--- src/rtl/cpu_clkgen.sv ---
// CPU clock generator: follows a synchronised CLK14M, divides CLK100M, runs at /2 or stops.
// Source changes pass through drain/park/start so CLKCPU never shows a runt high or short low.
`timescale 1ns/1ps
module cpu_clkgen #(
  parameter int SYNC_DEPTH  = 4,
  parameter int SYNC_TAP    = 1,
  parameter int INVERT_14M  = 1,
  parameter int DIV_WIDTH   = 4,
  parameter int PARK_CYCLES = 3
) (
  input  logic                 CLK100M,
  input  logic                 RESET,
  input  logic                 CLK14M,
  input  logic [1:0]           MODE,
  input  logic [DIV_WIDTH-1:0] DIV,
  output logic                 CLKCPU,
  output logic                 BUSY,
  output logic                 E14
);

  localparam int PW = (PARK_CYCLES > 1) ? $clog2(PARK_CYCLES) : 1;
  localparam logic [PW-1:0] PARK_INIT = PW'(PARK_CYCLES - 1);

  typedef enum logic [1:0] {
    ST_RUN   = 2'd0,
    ST_DRAIN = 2'd1,
    ST_PARK  = 2'd2,
    ST_START = 2'd3
  } state_e;

  state_e                 state_q, state_d;
  logic [SYNC_DEPTH-1:0]  sr_q, sr_d;
  logic                   tap_prev_q;
  logic                   e14_q, e14_d;
  logic                   clk_q, clk_d;
  logic                   busy_q, busy_d;
  logic [1:0]             mode_q, mode_d;
  logic [DIV_WIDTH-1:0]   div_q, div_d;
  logic [DIV_WIDTH-1:0]   cnt_q, cnt_d;
  logic [PW-1:0]          park_q, park_d;

  logic                   in_s;
  logic                   tap_s;
  logic                   src_clk_s;
  logic [DIV_WIDTH-1:0]   src_cnt_s;
  logic                   req_s;
  logic                   unused_s;

  assign in_s     = (INVERT_14M != 0) ? ~CLK14M : CLK14M;
  assign sr_d     = {sr_q[SYNC_DEPTH-2:0], in_s};
  assign tap_s    = sr_q[SYNC_TAP];
  assign e14_d    = tap_s & ~tap_prev_q;
  assign unused_s = ^sr_q;

  // A switch is pending when the requested source differs from the one running.
  assign req_s = (MODE != mode_q) || ((mode_q == 2'b01) && (DIV != div_q));

  // Next value the currently active source would put on CLKCPU.
  always_comb begin
    src_clk_s = 1'b0;
    src_cnt_s = cnt_q;
    case (mode_q)
      2'b00: src_clk_s = tap_s;
      2'b01: begin
        if (cnt_q == div_q) begin
          src_clk_s = ~clk_q;
          src_cnt_s = '0;
        end else begin
          src_clk_s = clk_q;
          src_cnt_s = cnt_q + DIV_WIDTH'(1);
        end
      end
      2'b10: src_clk_s = ~clk_q;
      default: src_clk_s = 1'b0;
    endcase
  end

  // Switch sequencer: the old source finishes its high phase before the output parks low.
  always_comb begin
    state_d = state_q;
    clk_d   = clk_q;
    cnt_d   = cnt_q;
    park_d  = park_q;
    mode_d  = mode_q;
    div_d   = div_q;
    case (state_q)
      ST_RUN: begin
        clk_d = src_clk_s;
        cnt_d = src_cnt_s;
        if (req_s) begin
          state_d = ST_DRAIN;
        end else begin
          state_d = ST_RUN;
        end
      end
      ST_DRAIN: begin
        clk_d = src_clk_s;
        cnt_d = src_cnt_s;
        if (!src_clk_s) begin
          state_d = ST_PARK;
          park_d  = PARK_INIT;
        end else begin
          state_d = ST_DRAIN;
        end
      end
      ST_PARK: begin
        clk_d = 1'b0;
        if (park_q == '0) begin
          mode_d  = MODE;
          div_d   = DIV;
          state_d = ST_START;
        end else begin
          park_d = park_q - PW'(1);
        end
      end
      ST_START: begin
        clk_d = 1'b0;
        cnt_d = '0;
        // Follow mode only starts in the tap's low phase so the first high is full width.
        if ((mode_q != 2'b00) || !tap_s) begin
          state_d = ST_RUN;
        end else begin
          state_d = ST_START;
        end
      end
      default: begin
        clk_d   = 1'b0;
        state_d = ST_START;
      end
    endcase
  end

  assign busy_d = (state_d != ST_RUN);

  // State, synchroniser and registered outputs.
  always_ff @(posedge CLK100M or negedge RESET) begin
    if (!RESET) begin
      state_q    <= ST_START;
      sr_q       <= '0;
      tap_prev_q <= 1'b0;
      e14_q      <= 1'b0;
      clk_q      <= 1'b0;
      busy_q     <= 1'b1;
      mode_q     <= 2'b00;
      div_q      <= '0;
      cnt_q      <= '0;
      park_q     <= '0;
    end else begin
      state_q    <= state_d;
      sr_q       <= sr_d;
      tap_prev_q <= tap_s;
      e14_q      <= e14_d;
      clk_q      <= clk_d;
      busy_q     <= busy_d;
      mode_q     <= mode_d;
      div_q      <= div_d;
      cnt_q      <= cnt_d;
      park_q     <= park_d;
    end
  end

  assign CLKCPU = clk_q;
  assign BUSY   = busy_q;
  assign E14    = e14_q;

endmodule

--- config.mk ---
export PLATFORM = sky130hd
export DESIGN_NAME = cpu_clkgen
export DESIGN_NICKNAME = d
export VERILOG_FILES = /design/src/rtl/cpu_clkgen.sv
export SDC_FILE = /design/constraint.sdc
export NUM_CORES = 1
export LEC_CHECK = 0
export BUFFER_PORTS_ARGS = -buffer_cell sky130_fd_sc_hd__buf_2
export CAP_MARGIN = 20
export CORE_MARGIN = 10
export CORE_UTILIZATION = 55
export CTS_BUF_LIST = sky130_fd_sc_hd__clkbuf_8
export CTS_CLUSTER_SIZE = 25
export DETAILED_ROUTE_END_ITERATION = 16
export MAX_ROUTING_LAYER = met4
export PLACE_DENSITY = 0.86
export SLEW_MARGIN = 25
export SYNTH_ARGS = -nofsm -noshare
export SYNTH_HDL_FRONTEND = slang
export SYNTH_SLANG_ARGS = --single-unit
--- constraint.sdc ---
create_clock -name CLK100M -period 1.85 [get_ports CLK100M]
set_clock_uncertainty 0.1 [all_clocks]
set_input_delay 0.2775 -clock CLK100M [delete_from_list [all_inputs] [get_ports CLK100M]]
set_output_delay 0.2775 -clock CLK100M [all_outputs]
set_load 0.01 [all_outputs]
==> results of run 1 <==
## routing by layer
metal  global-route usage  up-vias  share of wire
li1                     -      335              -
met2                0.159       14           0.50
met3               0.0358        4          0.040
met4               0.0447        0          0.013
met5                    -        -              0
met1                0.110      335           0.45
## critical path: cells and delay by family (launching register included)
kind / cells / cell delay, ns
AND/OR/NAND/NOR: 1 / 0.37
AO/OA/AOI/OAI: 2 / 0.37
flip-flops: 1 / 0.41
XOR/XNOR: 2 / 0.38
## metrics by stage
stage               hold slack [ns]   TNS, ns
floorplan                    -0.118         0
global placement              0.137         0
detailed placement            0.142         0
CTS                          0.0582         0
global route                 0.0494  -0.00551
finish                       0.0622         0
## worst max path at each step
stage                    from         end  slack [ns]
finish               cnt_q[2]   park_q[0]         0.1
detailed placement   cnt_q[0]   park_q[0]        0.09
floorplan           mode_q[1]  state_q[0]        0.22
global placement     cnt_q[0]   park_q[0]        0.14
CTS                  cnt_q[0]   park_q[0]        0.07
global route         cnt_q[2]   park_q[0]      -0.003
## placed cells by master, fill, tap and decap left out
cell	count
nor2b_1	1
o21ai_0	3
or4_4	1
xor2_1	5
dfstp_2	3
buf_4	4
a21oi_1	2
mux2i_1	1
ha_1	2
mux2_2	7
a22oi_1	2
nand2b_1	1
nand3_1	2
nand2b_2	1
inv_1	6
clkbuf_8	3
a32o_1	1
a22o_1	3
o211ai_2	1
o21a_1	1
dlygate4sd3_1	1
nor2_1	9
nor4_2	1
nand3b_1	1
nand2_1	5
a32oi_1	1
buf_2	11
nor3_1	1
dfrtp_1	17
o22ai_2	1
xnor2_1	7
## logic make-up after synthesis
kind of cell,count (synthesis),synth area share
AO/OA/AOI/OAI,15,0.119
XOR/XNOR,12,0.106
adder cells (fa/ha/maj),2,0.0253
buffers and inverters,6,0.0266
flip-flops,20,0.511
multiplexers,8,0.0900
AND/OR/NAND/NOR,23,0.122
## power breakdown
group          switching [W]  internal (W)
clock               0.000135      0.000148
combinational       0.000367      0.000407
sequential          0.000187      0.000620
total               0.000689       0.00117
## state kept, by name, summed over array words and instances, names as in the netlist
register    flops
CLKCPU          1
tap_prev_q      1
sr_q            2
state_q         2
div_q           4
cnt_q           4
mode_q          2
BUSY            1
park_q          2
E14             1
## timing repair
action,in CTS,in global routing
hold buffers,1,0
setup endpoints to repair,0,4
hold endpoints to repair,17,0
buffers inserted,0,4
## cell type report
| cell class | count | area, sq um |
|---|---|---|
| timing repair buffer | 16 | 95.1 |
| inverter | 5 | 18.8 |
| sequential | 20 | 504 |
| multi-input combinational | 60 | 457 |
| clock buffer | 3 | 41.3 |
| fill | 135 | 557 |
| clock inverter | 1 | 3.75 |
| tap | 25 | 31.3 |
==> qor.yml, run 1 <==
synth.distinct_cells: 28
timing.hold.worst.class: "in2reg"
synthMostInstantiatedCell: "dfrtp_1"
cts-root-buf: "clkbuf_8"
rows: 15
r2r_cells: 5
grt_first_pass_wirelength_um: 3140
power_density_mw_per_mm2: 1620
max_freq_mhz: 570
via_per_inst: 5.29
slew_headroom: 0.647
netlist.top_cell.by_area: "dfrtp_1"
ys.warnings.count: 0
synth_area_sq_um: 987
timing.reg2reg.setup_slack_ns: 0.1
synthTopCellsByCount: "17 x dfrtp_1, 9 x nor2_1, 7 x mux2_2, 7 x xnor2_1"
wl_um: 1840
synthesis.area_per_instance_sq_um: 11.5
die_h_um: 62.4
setup_slack_ns: 0.0954
detailroute.via_count: 688
placeableCoreArea_sq_mm: 0.00171
yosysSeqAreaShare: 0.511
instances_no_fill: 130
status: "finished clean"
top_area_cell_type_share_of_the_netlist_area: 0.431
post-dp-hpwl_um: 1330
holdCritStartpoint: "CLK14M"
synth_enable_flop_cells: 0
timing.final.hold_violations: 0
die_area_sq_mm: 0.00389
grt.overflow.total: 0
min_period_ns: 1.75
dr.first_iter.drc_count: 22
worstSetupStartpointType: "flop"
yosys_register_bits: 20
timing.critical_path.arrival_ns: 1.80
min_path_cells: 2
grt_start_max_net_pins: 21
timing.rr.start: "cnt_q[2]"
crit_slowest_cell: "dfrtp_1"
first_global_vias: 720
drtAntennaViolNets: 0
area.growth.synth_to_final_pct: 16.6
synth_ff_type: "dfrtp_1"
worst_path_largest_cell_delay_ns: 0.41
synth.area.top_cells: "dfrtp_1 43%, dfstp_2 8.0%, mux2_2 8.0%"
maximum_level_of_the_cts_h_tree: 1
place.gp.congestion: 0.787
antenna_violations_before_repair: 0
finalPower_w: 0.00186
floorplan.die.width_um: 62.4
wl_per_cell_um: 14.1
cts_buffers: 3
dp_worst_setup_slack_ns: 0.0911
critical_path.reg2reg.endpoint: "park_q[0]"
worstSetupPathType: "reg2reg"
crit_fanout: 4
post_synthesis_instance_total: 86
endpoint_kind: "flop"
worstHoldEndpoint: "sr_q[0]"
initial_util: 0.578
async_flop_share: 1.00
drc: 0
final_layout_size_suffix_gt1_frac: 0.314
power.leakage_nw: 0.520
timing_worst_slew_pin_value_ns: 0.525
cts-resized-gates: 0
clock_latency_on_the_worst_skew_pair_ns: 0.25
placement.cell_area_sq_mm: 0.00107
final-setup-viol-count: 0
antennaDiodeCount: 0
drt_pass1_iterations: 4
ioPinCount: 12
synth.net_count: 97
port_buffers: 11
total_of_max_cap_violations: 0
postLayoutCellArea_sq_mm: 0.00115
dp_cells: 121
numClockSinks: 20
gr-usage-all-layers: 0.0998
slew_violations: 0
finalCoreUtilization: 0.674
timing.critical_path.cells: "xor2_1 > nor4_2 > xnor2_1 > o211ai_2 > a22o_1"
worst_ep_required_time_ns: 1.89
cts_max_path_buffers: 2
tritoncts: "built"
final_min_period_over_clock_period: 0.948
nNetsFinal: 117
worst_setup_hold_path_clk_slew_ns: 0.07
power.ir.vdd_worst_mv: 0.834
(Power assumes the default switching activity.)
==> inputs of run 2 (changes only) <==
- MAX_ROUTING_LAYER: met4 -> default
- clock period: 1.85 -> 2.1 ns (I/O delays scaled with it)
==> run 2 against run 1 <==
Sequential share of layout area up 1.2 points. Die area unchanged. Clock power shrank 12%. Hold slack better by 0.038 ns. Core utilization down 1.8 points. Register-to-register slack improved by 0.23 ns. Global-route usage shrank 0.26 points.
==> qor.yml, run 2 (same netlist as run 1, synthesis figures left out) <==
finalCoreUtilization: 0.656  # was 0.674
maximum_level_of_the_cts_h_tree: 1  # unchanged
final-setup-viol-count: 0  # unchanged
timing.critical_path.arrival_ns: 1.82  # was 1.80 ns
worstSetupStartpointType: "flop"  # unchanged
area.growth.synth_to_final_pct: 13.6  # was 16.6%
postLayoutCellArea_sq_mm: 0.00112  # was 0.00115 sq mm
power.leakage_nw: 0.500  # was 0.520 nW
tritoncts: "built"  # unchanged
place.gp.congestion: 0.776  # was 0.787
slew_violations: 0  # unchanged
first_global_vias: 718  # was 720
detailroute.via_count: 675  # was 688
timing_worst_slew_pin_value_ns: 0.523  # was 0.525 ns
power_density_mw_per_mm2: 1420  # was 1620 mW/mm^2
cts-root-buf: "clkbuf_8"  # unchanged
wl_um: 1750  # was 1840 um
crit_buf_inv: 0  # unchanged
cts_max_path_buffers: 2  # unchanged
final_min_period_over_clock_period: 0.846  # was 0.948
die_h_um: 62.4  # unchanged
final_layout_size_suffix_gt1_frac: 0.287  # was 0.314
rsz_0062_raised_after_global_routing: "false"
max_freq_mhz: 563  # was 570 MHz
die_area_sq_mm: 0.00389  # unchanged
floorplan.die.width_um: 62.4  # unchanged
placeableCoreArea_sq_mm: 0.00171  # unchanged
power.ir.vdd_worst_mv: 0.709  # was 0.834 mV
detail_route.wirelength.met1_um: 779  # was 824 um
min_period_ns: 1.78  # was 1.75 ns
worst_ep_required_time_ns: 2.14  # was 1.89 ns
cts_buffers: 3  # unchanged
crit_slowest_cell: "dfrtp_1"  # unchanged
numClockSinks: 20  # unchanged
ioPinCount: 12  # unchanged
rows: 15  # unchanged
drtAntennaViolNets: 0  # unchanged
timing.critical_path.cells: "xor2_1 > nor4_2 > xnor2_1 > o211ai_2 > a22o_1"  # unchanged
worst_path_largest_cell_delay_ns: 0.43  # was 0.41 ns
top_regs: "cnt_q: 4 flops, div_q: 4 flops"  # unchanged
crit_fanout: 4  # unchanged
status: "finished clean"  # unchanged
grt.overflow.total: 0  # unchanged
port_buffers: 11  # unchanged
endpoint_kind: "flop"  # unchanged
nNetsFinal: 113  # was 117
timing.reg2reg.setup_slack_ns: 0.32  # was 0.1 ns
layout_commonest_cell: "dfrtp_1"  # unchanged
slew_headroom: 0.649  # was 0.647
timing.hold.worst.class: "in2reg"  # unchanged
wl_per_cell_um: 13.9  # was 14.1 um
critical-path-top-delay-family: "flip-flops"  # unchanged
initial_util: 0.578  # unchanged
placement.cell_area_sq_mm: 0.00107  # unchanged
grt_first_pass_wirelength_um: 3150  # was 3140 um
drc: 0  # unchanged
drt_pass1_iterations: 4  # unchanged
met2_wirelength_um: 871  # was 916 um
route.met3.wl_um: 77  # was 73 um
antennaDiodeCount: 0  # unchanged
gr-usage-all-layers: 0.0972  # was 0.0998
cts.repair_timing.setup_buffer_count: 0  # unchanged
total_of_max_cap_violations: 0  # unchanged
timing.final.hold_violations: 0  # unchanged
via_per_inst: 5.36  # was 5.29
route.top_layer_used: "met4"  # unchanged
clock_latency_on_the_worst_skew_pair_ns: 0.25  # about the same
most_frequent_cells_in_the_layout: "17 x dfrtp_1, 11 x buf_2, 9 x nor2_1"  # unchanged
post-dp-hpwl_um: 1330  # unchanged
grt_start_max_net_pins: 21  # unchanged
worstSetupPathType: "reg2reg"  # unchanged
antenna_violations_before_repair: 0  # unchanged
dr.first_iter.drc_count: 5  # was 22
totalNegativeSetupSlack_ns: 0  # unchanged
worst_setup_hold_path_clk_slew_ns: 0.07  # about the same
-- run 2: layer usage --
layer,vias to the layer above,global-route usage
met5,-,0
met4,0,0.0447
met3,4,0.0376
met2,12,0.159
met1,333,0.109
li1,326,-
-- run 2: worst paths after layout --
check	from	endpoint	cells past startpoint
worst max-delay path	cnt_q[0]	park_q[0]	5
worst min-delay path	CLK14M	sr_q[0]	2
worst max register to register	cnt_q[0]	park_q[0]	5
worst min register to register	sr_q[0]	sr_q[1]	0
max in group asynchronous	RESET	state_q[1]	2
min in group asynchronous	RESET	CLKCPU	2
-- run 2: stage by stage --
step	hold slack, ns	total power, W	setup slack (ns)	cells
CTS	0.0957	0.00161	0.322	126
finish	0.0998	0.00159	0.323	126
global placement	0.174	0.00131	0.395	121
floorplan	-0.0806	0.00120	0.474	86
detailed placement	0.179	0.00135	0.341	121
global route	0.0873	0.00173	0.195	126
-- run 2: report_power, final --
group | internal [W] | switching, W
clock | 0.000130 | 0.000120
sequential | 0.000546 | 0.000166
combinational | 0.000320 | 0.000306
total | 0.000996 | 0.000592
-- run 2: area by class of cell --
cell class	instances	area [sq um]
Fill cell	141	587
Sequential cell	20	504
Multi-Input combinational cell	60	457
Timing Repair Buffer	12	65.1
Clock buffer	3	41.3
Tap cell	25	31.3
Inverter	5	18.8
Clock inverter	1	3.75
-- run 2: worst reg2reg max path: stages (launching register included) --
cell and delay, ns:
dfrtp_1 0.43, xor2_1 0.19, nor4_2 0.36, xnor2_1 0.21
o211ai_2 0.15, a22o_1 0.23
-- run 2: timing repair --
item,in CTS,in global routing
gates resized for setup,0,0
hold buffers,1,0
endpoints found under the hold margin,17,0
==> inputs of run 3 (changes only) <==
- ABC_AREA: default -> 1
- clock period: 2.1 -> 1.8 ns (I/O delays scaled with it)
==> run 3 against run 2 <==
Largest cell class unchanged. Hold slack worse by 0.047 ns. Via count is 36% higher. Core utilization up 2.0 points. Non-clock buffer count increased by 1. Critical path depth grew 5. Final cell count grew 42%. Power up 34%. Largest power group is now combinational cells. Register-to-register slack lost 0.10 ns. Fmax up 12%. Count of clock-buffer cells in the layout unchanged. Sequential share of layout area shrank 3.2 points. Combinational power is 63% higher. Highest routed layer unchanged.
==> qor.yml, run 3 <==
r2r_cells: 10  # was 5
yosys_register_bits: 20  # unchanged
worstHoldEndpoint: "sr_q[0]"  # unchanged
antenna_violations_before_repair: 0  # unchanged
timing.reg2reg.setup_slack_ns: 0.22  # was 0.32 ns
final-setup-viol-count: 0  # unchanged
layout_commonest_cell: "nand2_1"  # was dfrtp_1
grt_first_pass_wirelength_um: 3750  # was 3150 um
layout.filler_cells: 143  # was 141
detailroute.via_count: 917  # was 675
met2_wirelength_um: 979  # was 871 um
holdCritStartpoint: "CLK14M"  # unchanged
timing.rr.start: "state_q[1]"  # was cnt_q[0]
drtAntennaViolNets: 0  # unchanged
synth.distinct_cells: 21  # was 28
route.met3.wl_um: 125  # was 77 um
timing_worst_slew_pin_value_ns: 0.434  # was 0.523 ns
port_buffers: 11  # unchanged
cts.repair_timing.setup_buffer_count: 0  # unchanged
dr.first_iter.drc_count: 60  # was 5
initial_util: 0.594  # was 0.578
async_flop_share: 1.00  # unchanged
top_area_cell_type_share_of_the_netlist_area: 0.401  # was 0.431
top_regs: "cnt_q: 4 flops, div_q: 4 flops"  # unchanged
total_of_max_cap_violations: 0  # unchanged
totalNegativeSetupSlack_ns: 0  # unchanged
die_area_sq_mm: 0.00408  # was 0.00389 sq mm
worst_ep_required_time_ns: 1.90  # was 2.14 ns
wl_per_cell_um: 11.9  # was 13.9 um
most_frequent_cells_in_the_layout: "42 x nand2_1, 21 x inv_1, 17 x dfrtp_1"  # was 17 x dfrtp_1, 11 x buf_2, 9 x nor2_1
grt.overflow.total: 0  # unchanged
nNetsFinal: 166  # was 113
synthTopCellsByCount: "42 x nand2_1, 20 x inv_1, 17 x dfrtp_1"  # was 17 x dfrtp_1, 9 x nor2_1, 7 x mux2_2, 7 x xnor2_1
numClockSinks: 20  # unchanged
worstSetupPathType: "reg2reg"  # unchanged
tritoncts: "built"  # unchanged
power.ir.vdd_worst_mv: 1.17  # was 0.709 mV
final_min_period_over_clock_period: 0.878  # was 0.846
clock_latency_on_the_worst_skew_pair_ns: 0.25  # about the same
finalPower_w: 0.00213  # was 0.00159 W
cts_buffers: 3  # unchanged
wl_um: 2130  # was 1750 um
place.gp.congestion: 0.876  # was 0.776
worst_setup_hold_path_clk_slew_ns: 0.06  # was 0.07 ns
synth.area.top_cells: "dfrtp_1 40%, nand2_1 15%, dfstp_2 7.4%"  # was dfrtp_1 43%, dfstp_2 8.0%, mux2_2 8.0%
placeableCoreArea_sq_mm: 0.00178  # was 0.00171 sq mm
netlist.top_cell.by_area: "dfrtp_1"  # unchanged
slew_violations: 0  # unchanged
crit_fanout: 7  # was 4
drc: 0  # unchanged
detail_route.wirelength.met1_um: 978  # was 779 um
synthesis.area_per_instance_sq_um: 7.68  # was 11.5 sq um
floorplan.die.width_um: 63.9  # was 62.4 um
placement.cell_area_sq_mm: 0.00115  # was 0.00107 sq mm
status: "finished clean"  # unchanged
via_per_inst: 5.12  # was 5.36
min_path_cells: 2  # unchanged
grt_start_max_net_pins: 21  # unchanged
slew_headroom: 0.710  # was 0.649
cts-root-buf: "clkbuf_8"  # unchanged
timing.hold.worst.class: "in2reg"  # unchanged
gr-usage-all-layers: 0.108  # was 0.0972
route.top_layer_used: "met4"  # unchanged
max_freq_mhz: 633  # was 563 MHz
endpoint_kind: "flop"  # unchanged
postLayoutCellArea_sq_mm: 0.00121  # was 0.00112 sq mm
synth_area_sq_mm: 0.00106  # was 987 sq um
yosysSeqAreaShare: 0.476  # was 0.511
synth.net_count: 149  # was 97
area.growth.synth_to_final_pct: 13.8  # was 13.6%
dp_worst_setup_slack_ns: 0.186  # was 0.341 ns
rsz_0062_raised_after_global_routing: "false"  # unchanged
drt_pass1_iterations: 4  # unchanged
maximum_level_of_the_cts_h_tree: 1  # unchanged
post-dp-hpwl_um: 1630  # was 1330 um
post_synthesis_instance_total: 138  # was 86
final_layout_size_suffix_gt1_frac: 0.208  # was 0.287
first_global_vias: 899  # was 718
timing.hold.ws_ns: 0.0523  # was 0.0998 ns
cts_max_path_buffers: 2  # unchanged
power_density_mw_per_mm2: 1760  # was 1420 mW/mm^2
setup_slack_ns: 0.220  # was 0.323 ns
ys.warnings.count: 0  # unchanged
critical_path.reg2reg.endpoint: "BUSY"  # was park_q[0]
synth_enable_flop_cells: 0  # unchanged
synthMostInstantiatedCell: "nand2_1"  # was dfrtp_1
timing.critical_path.arrival_ns: 1.68  # was 1.82 ns
min_period_ns: 1.58  # was 1.78 ns
ioPinCount: 12  # unchanged
antennaDiodeCount: 0  # unchanged
worstSetupStartpointType: "flop"  # unchanged
rows: 15  # unchanged
die_h_um: 63.9  # was 62.4 um
timing.final.hold_violations: 0  # unchanged
synth_ff_type: "dfrtp_1"  # unchanged
power.leakage_nw: 0.657  # was 0.500 nW
## run 3: cell count changes after synthesis, sizes merged, moves of 3 or more
cell	previous run	this run
o21ai	3	9
inv	5	27
xnor2	7	2
a22o	3	0
mux2	7	0
nand3	2	9
nand2	5	46
## run 3: final cells by class
class                      instances  area, sq um  area share
multi-input combinational         90          452       0.374
clock inverter                     1         3.75     0.00311
tap                               25         31.3      0.0259
timing repair buffer              13         72.6      0.0602
clock buffer                       3         41.3      0.0342
sequential                        20          504       0.418
inverter                          27          101      0.0840
## run 3: kinds of logic (layout without fill, tap and decap cells)
kind of cell	Yosys count	after routing	share of synthesized area
and+or+nand+nor	69	69	0.280
buffers and inverters	28	44	0.103
DFF	20	20	0.476
AOI/OAI and AO/OA	13	13	0.0685
xor gates and xnor gates	6	6	0.0496
adders and majority gates	2	2	0.0236
## run 3: through the flow
step | util | cells
after floorplan | - | 138
after global placement | 0.643 | 174
after detailed placement | 0.643 | 174
after CTS | 0.674 | 179
after global routing | 0.676 | 179
final | 0.676 | 179
## run 3: worst max-delay path, cell delays in order (launching register included)
cell and delay (ns):
dfstp_2 0.60, inv_2 0.05, nor2_1 0.14, inv_2 0.08, nor2_4 0.17, inv_2 0.07, nand3_1 0.09, inv_2 0.03
nand2_1 0.05, nand2_1 0.06, nand2_1 0.07
## run 3: repair_timing
| action | in CTS | in global routing |
|---|---|---|
| hold buffers | 1 | 0 |
| resized for setup | 0 | 1 |
| endpoints found under the hold margin | 17 | 0 |
| endpoints found under the setup margin | 0 | 2 |
## run 3: power by group
part / internal, W / switching [W]
sequential: 0.000648 / 0.000172
combinational: 0.000378 / 0.000641
clock: 0.000151 / 0.000137
total: 0.00118 / 0.000950
## run 3: how the worst max path moves through the flow
| stage | endpoint | slack, ns | cells past startpoint | from |
|---|---|---|---|---|
| floorplan | mode_q[1] | 0.41 | 6 | state_q[1] |
| finish | BUSY | 0.22 | 10 | state_q[1] |
| CTS | BUSY | 0.16 | 10 | state_q[1] |
| global placement | mode_q[1] | 0.28 | 6 | state_q[1] |
| global route | BUSY | 0.08 | 13 | cnt_q[0] |
| detailed placement | BUSY | 0.19 | 10 | state_q[1] |
## run 3: routing by layer
layer,global-route usage,vias to the layer above
met1,0.128,426
li1,-,455
met5,0,-
met3,0.0279,8
met2,0.182,28
met4,0.0437,0
